**src/rtl/uart_pkg.sv**
```systemverilog
// Shared types for the memory-mapped UART transmitter: FSM state encoding
// and the fixed data-bit count of a frame.
package uart_pkg;

    localparam int UART_DATA_BITS = 8;

    typedef enum logic [2:0] {
        IDLE,
        START,
        DATA,
        PARITY,
        STOP
    } uart_state_e;

endpackage

```
**src/rtl/sync_fifo.sv**
```systemverilog
// Circular FIFO with a combinational head read. A push on full is accepted
// only when a pop frees a slot in the same cycle; otherwise it is flagged on o_drop.
module sync_fifo #(
    parameter int  WIDTH = 8,
    parameter int  DEPTH = 8,
    localparam int AW    = $clog2(DEPTH)
) (
    input  logic             clk,
    input  logic             rst_n,
    input  logic             i_push,
    input  logic [WIDTH-1:0] i_data,
    input  logic             i_pop,
    output logic [WIDTH-1:0] o_data,
    output logic             o_full,
    output logic             o_empty,
    output logic             o_drop,
    output logic [AW:0]      o_count
);

    logic [WIDTH-1:0] r_mem [DEPTH];
    logic [AW-1:0]    r_wr;
    logic [AW-1:0]    r_rd;
    logic [AW:0]      r_count;
    logic             w_do_push;
    logic             w_do_pop;

    assign o_full    = (r_count == (AW+1)'(DEPTH));
    assign o_empty   = (r_count == '0);
    assign w_do_pop  = i_pop && !o_empty;
    assign w_do_push = i_push && (!o_full || w_do_pop);
    assign o_drop    = i_push && !w_do_push;
    assign o_data    = r_mem[r_rd];
    assign o_count   = r_count;

    // Storage needs no reset: an entry is only read after it has been written.
    always_ff @(posedge clk) begin
        if (w_do_push) r_mem[r_wr] <= i_data;
    end

    always_ff @(posedge clk or negedge rst_n) begin
        if (!rst_n) begin
            r_wr    <= '0;
            r_rd    <= '0;
            r_count <= '0;
        end else begin
            if (w_do_push) r_wr <= r_wr + 1'b1;
            if (w_do_pop)  r_rd <= r_rd + 1'b1;
            case ({w_do_push, w_do_pop})
                2'b10:   r_count <= r_count + 1'b1;
                2'b01:   r_count <= r_count - 1'b1;
                default: r_count <= r_count;
            endcase
        end
    end

endmodule

```
**src/rtl/mmio_uart_tx.sv**
```systemverilog
// UART transmitter snooping processor stores to TX_ADDR; bytes leave 8N1, LSB first.
// Define MMIO_UART_PARITY_EN to insert an even-parity bit between data and stop.
module mmio_uart_tx
    import uart_pkg::*;
#(
    parameter logic [31:0] TX_ADDR      = 32'h0000_00F0,
    parameter int          CLKS_PER_BIT = 16,
    parameter int          FIFO_DEPTH   = 8,
    localparam int         CW           = $clog2(FIFO_DEPTH) + 1
) (
    input  logic          clk,
    input  logic          reset,
    input  logic          MemWrite,
    input  logic [31:0]   Adr,
    input  logic [31:0]   WriteData,
    output logic          txd,
    output logic          busy,
    output logic [CW-1:0] fifo_count,
    output logic          overflow
);

    localparam int BW = $clog2(CLKS_PER_BIT);
    localparam int IW = $clog2(UART_DATA_BITS);

    uart_state_e               r_state;
    logic [BW-1:0]             r_baud;
    logic [IW-1:0]             r_bit;
    logic [UART_DATA_BITS-1:0] r_shift;
    logic                      r_par;
    logic                      r_txd;
    logic                      r_ovf;

    logic                      w_push;
    logic                      w_pop;
    logic                      w_empty;
    logic                      w_full;
    logic                      w_drop;
    logic                      w_bit_end;
    logic                      w_last_bit;
    logic [UART_DATA_BITS-1:0] w_head;
    logic                      w_unused;

    assign w_push     = MemWrite && (Adr == TX_ADDR);
    assign w_pop      = (r_state == IDLE) && !w_empty;
    assign w_bit_end  = (r_baud == BW'(CLKS_PER_BIT - 1));
    assign w_last_bit = (r_bit == IW'(UART_DATA_BITS - 1));
    assign w_unused   = ^{WriteData[31:8], w_full};

    sync_fifo #(
        .WIDTH (UART_DATA_BITS),
        .DEPTH (FIFO_DEPTH)
    ) u_fifo (
        .clk     (clk),
        .rst_n   (reset),
        .i_push  (w_push),
        .i_data  (WriteData[UART_DATA_BITS-1:0]),
        .i_pop   (w_pop),
        .o_data  (w_head),
        .o_full  (w_full),
        .o_empty (w_empty),
        .o_drop  (w_drop),
        .o_count (fifo_count)
    );

    // txd is loaded with the level of the state being entered, so the line
    // changes exactly on the edge that starts each bit.
    always_ff @(posedge clk or negedge reset) begin
        if (!reset) begin
            r_state <= IDLE;
            r_baud  <= '0;
            r_bit   <= '0;
            r_shift <= '0;
            r_par   <= 1'b0;
            r_txd   <= 1'b1;
            r_ovf   <= 1'b0;
        end else begin
            if (w_drop) r_ovf <= 1'b1;
            if (r_state != IDLE) r_baud <= w_bit_end ? '0 : r_baud + 1'b1;
            case (r_state)
                IDLE: begin
                    r_txd <= 1'b1;
                    if (w_pop) begin
                        r_shift <= w_head;
                        r_par   <= ^w_head;
                        r_baud  <= '0;
                        r_state <= START;
                        r_txd   <= 1'b0;
                    end
                end
                START: if (w_bit_end) begin
                    r_bit   <= '0;
                    r_state <= DATA;
                    r_txd   <= r_shift[0];
                end
                DATA: if (w_bit_end) begin
                    if (w_last_bit) begin
`ifdef MMIO_UART_PARITY_EN
                        r_state <= PARITY;
                        r_txd   <= r_par;
`else
                        r_state <= STOP;
                        r_txd   <= 1'b1;
`endif
                    end else begin
                        r_bit   <= r_bit + 1'b1;
                        r_shift <= r_shift >> 1;
                        r_txd   <= r_shift[1];
                    end
                end
                PARITY: if (w_bit_end) begin
                    r_state <= STOP;
                    r_txd   <= 1'b1;
                end
                STOP: if (w_bit_end) begin
                    r_state <= IDLE;
                    r_txd   <= 1'b1;
                end
                default: begin
                    r_state <= IDLE;
                    r_txd   <= 1'b1;
                end
            endcase
        end
    end

    assign txd      = r_txd;
    assign overflow = r_ovf;
    assign busy     = (r_state != IDLE) || !w_empty;

endmodule

```
**config.mk**
```make
export PLATFORM = sky130hd
export DESIGN_NAME = mmio_uart_tx
export DESIGN_NICKNAME = d
export VERILOG_FILES = /design/src/rtl/uart_pkg.sv /design/src/rtl/sync_fifo.sv /design/src/rtl/mmio_uart_tx.sv
export SDC_FILE = /design/constraint.sdc
export NUM_CORES = 1
export LEC_CHECK = 0
export CORE_MARGIN = 8
export CORE_UTILIZATION = 35
export DETAILED_ROUTE_END_ITERATION = 10
export PLACE_DENSITY = 0.62
export SYNTH_ARGS = -nofsm -noshare
export SYNTH_HDL_FRONTEND = slang
export SYNTH_SLANG_ARGS = --single-unit
```
**constraint.sdc**
```tcl
create_clock -name clk -period 3.1 [get_ports clk]
set_clock_uncertainty 0.15 [all_clocks]
set_input_delay 0.775 -clock clk [delete_from_list [all_inputs] [get_ports clk]]
set_output_delay 0.775 -clock clk [all_outputs]
set_load 0.02 [all_outputs]
```
==> reports/results.txt <==
status: completed
antenna diode count: 0
f_max: 333 MHz
clock network power share: 44.4%
Syn. warnings: 0
vias per inst: 5.01
Sw Ratio: 18.3%
CTS tree: yes
initial antenna violation count: 0
critical path launch point type: primary input
DR WL/cell: 16.4 microns
GR Overflow Total: 0
hpwl dp: 5.76 mm
mapped cell area: 0.00423 sq mm
chip width: 126 microns
Post-DRT Antenna Nets: 0
# nets final: 435
relative slew slack: 45.7%
largest area contributor in the netlist: edfxtp_1
Power Internal: 0.00210 W
Total GRT Usage: 10.9%
Worst-Skew Late Latency: 0.33 ns
Mean Syn Cell Area: 14.9 sq um
Setup TNS Final: 0 ns
vias in the first global route: 2588
crit path max fanout: 4
Logic pwr share: 3.3%
initial drt markers: 145
Final period util: 97.0%
Worst-path clk slew: 0.06 ns
CP required: 3.16 ns
static leakage: 2.07 nW
post-route cell area: 0.00545 sq mm
CTS sink cnt: 94
Crit Path Class: primary input to register
number of flops mapped to enable cells by yosys: 64
Fin. Hold Viols: 0
DRT Pass-1 Iters: 8
P_sw: 0.000471 W
Slew Limit Fails: 0
sequential fraction of the synthesis area: 63.3%
area fraction of the dominant cell type after synthesis: 45.5%
clock buffer count from CTS: 9
register bit total from synthesis: 94
Tmin final: 3.01 ns
vias post-DR: 2554
Most used DFF post-synth: edfxtp_1
Min-Delay Startpoint: overflow
core area: 0.0119 sq mm
crit end category: register
layout cell share with drive strength beyond 1: 24.5%
worst slew pin tran: 0.812 ns
first-pass GRT wire length: 13.4 mm
cell count after synthesis: 284
Inst Count DP: 494
# DRC: 0
clock buffer depth: 2
placer congestion estimate: 0.733
largest vdd supply drop: 454 uV
clock root cell: clkbuf_16
Starting Density: 35.5%
Unique masters post-synth: 52
die area: 0.0158 sq mm
# IOs: 74
WL final: 8.36 mm
PwrDens: 471 mW/mm^2
type of the tightest min-delay check: register to register
Async SR Flop Fraction: 31.9%
dpl cell area: 0.00506 sq mm
Max Cap Viol: 0
Cell Count, Final, Fillers Out: 510
num rows: 40
Syn-to-layout area delta: 28.9%
Die Y: 126 microns
Post-CTS Hold Fix Bufs: 0
crit path DAT: 3.06 ns
total power: 0.00257 W
setup violators final: 0
Critical R2R Launch: r_state[1]
synth top area cells: edfxtp_1 45%, dfrtp_1 17%, mux4_2 8.5%
H-Tree Depth: 3
Synthesized Nets: 359
# port buffers: 49
largest net degree at the start of global routing: 31
Reg power frac: 52.3%
CP startpoint: Adr[24]
## power by group through the flow
stage	sequential, W	clock (W)	combinational (W)
global placement	0.00137	0	0.0000811
detailed placement	0.00137	0	0.0000837
CTS	0.00134	0.00118	0.0000838
global route	0.00134	0.00123	0.0000907
floorplan	0.00137	0	0.00000638
finish	0.00134	0.00114	0.0000840
## synthesized netlist by cell type, types with 2 or more instances
| library cell | count |
|---|---|
| mux2_4 | 2 |
| inv_1 | 7 |
| a21oi_1 | 5 |
| buf_2 | 6 |
| o21ai_1 | 13 |
| o21ai_0 | 9 |
| edfxtp_1 | 64 |
| nor4_4 | 2 |
| dfrtp_1 | 29 |
| o31ai_1 | 3 |
| nand2b_1 | 3 |
| nor4_2 | 3 |
| nand3_1 | 5 |
| a21o_1 | 4 |
| clkbuf_1 | 5 |
| o22ai_1 | 2 |
| nand2_1 | 26 |
| mux2i_1 | 11 |
| nand3_2 | 2 |
| xnor2_1 | 5 |
| nor3_1 | 6 |
| mux4_2 | 16 |
| buf_4 | 2 |
| nor2_1 | 14 |
| nor4b_2 | 2 |
| ha_1 | 7 |
| or3_1 | 4 |
| nor3_2 | 3 |
## cell usage in the layout, fill, tap and decap left out, types with 3 or more instances in the layout
cell type | Yosys | layout
a21o_1 | 4 | 4
a21oi_1 | 5 | 4
buf_4 | 2 | 29
clkbuf_16 | 0 | 9
clkdlybuf4s50_1 | 0 | 48
dfrtp_1 | 29 | 29
edfxtp_1 | 64 | 64
ha_1 | 7 | 6
inv_1 | 7 | 6
mux2i_1 | 11 | 11
mux4_2 | 16 | 16
nand2_1 | 26 | 26
nand3_1 | 5 | 5
nor2_1 | 14 | 14
nor3_1 | 6 | 6
nor4_2 | 3 | 3
nor4_4 | 2 | 3
o21ai_0 | 9 | 9
o21ai_1 | 13 | 13
o31ai_1 | 3 | 3
xnor2_1 | 5 | 5
## sequential cells by signal (all words and copies together) (netlist names)
register,flops
u_fifo.r_mem,64
r_shift,8
r_baud,4
u_fifo.o_count,4
r_bit,3
r_state,3
u_fifo.r_rd,3
u_fifo.r_wr,3
overflow,1
txd,1
## what timing repair did
| item | in CTS | in global routing |
|---|---|---|
| endpoints found under the setup margin | 2 | 12 |
| resized for setup | 1 | 10 |
| setup buffers | 0 | 2 |
| pin swaps | 2 | 8 |
## per-layer routing
layer | vias up | part of all wire (%) | track usage (%)
met5 | - | 0 | 0
met3 | 10 | 3.7 | 3.04
met1 | 1258 | 43 | 13.1
met4 | 0 | 1.5 | 3.54
li1 | 1239 | - | -
met2 | 47 | 52 | 18.4
## critical path: stages
cell and delay (ns):
clkdlybuf4s50_1 0.40, or3_4 0.37, nand3b_4 0.18, nor3_4 0.17, nand2b_4 0.16, inv_4 0.04, ha_4 0.19, a21o_1 0.18
a21oi_4 0.22, o311a_1 0.20, a21o_1 0.09, o211ai_1 0.09
## cell type report
cell class              instances  area, sq um
clock inverters                 5         85.1
fillers                      1062         6460
repair buffers                 78          711
well taps                     147          184
clock buffers                   9          225
flip-flops and latches         94         2670
multi-input cells             169         1540
inverters                       8         32.5
## logic make-up after synthesis
family | synth area share, %
flops | 63.3
fa+ha+maj | 2.55
buf+inv | 2.22
simple gates | 12.3
xor+xnor | 1.24
compound gates | 6.54
mux | 11.8
## final timing paths
| kind | to | slack [ns] | depth (start not counted) |
|---|---|---|---|
| worst max-delay path | u_fifo.o_count[3] | 0.09 | 12 |
| max in group asynchronous | txd | 1.80 | 2 |
| worst min-delay path | overflow | 0.32 | 1 |
| worst max register to register | u_fifo.o_count[3] | 0.52 | 11 |
| worst min register to register | overflow | 0.32 | 1 |
| min in group asynchronous | r_baud[3] | 0.68 | 2 |
## per-stage QoR
| stage | utilization, % | setup WS, ns | hold slack (ns) |
|---|---|---|---|
| floorplan | - | 0.00453 | 0.300 |
| global placement | 42.4 | -0.328 | 0.301 |
| detailed placement | 42.4 | -0.359 | 0.310 |
| CTS | 45.1 | 0.00491 | 0.323 |
| global route | 45.7 | -0.00447 | 0.355 |
| finish | 45.7 | 0.0945 | 0.319 |
(Power assumes the default switching activity.)
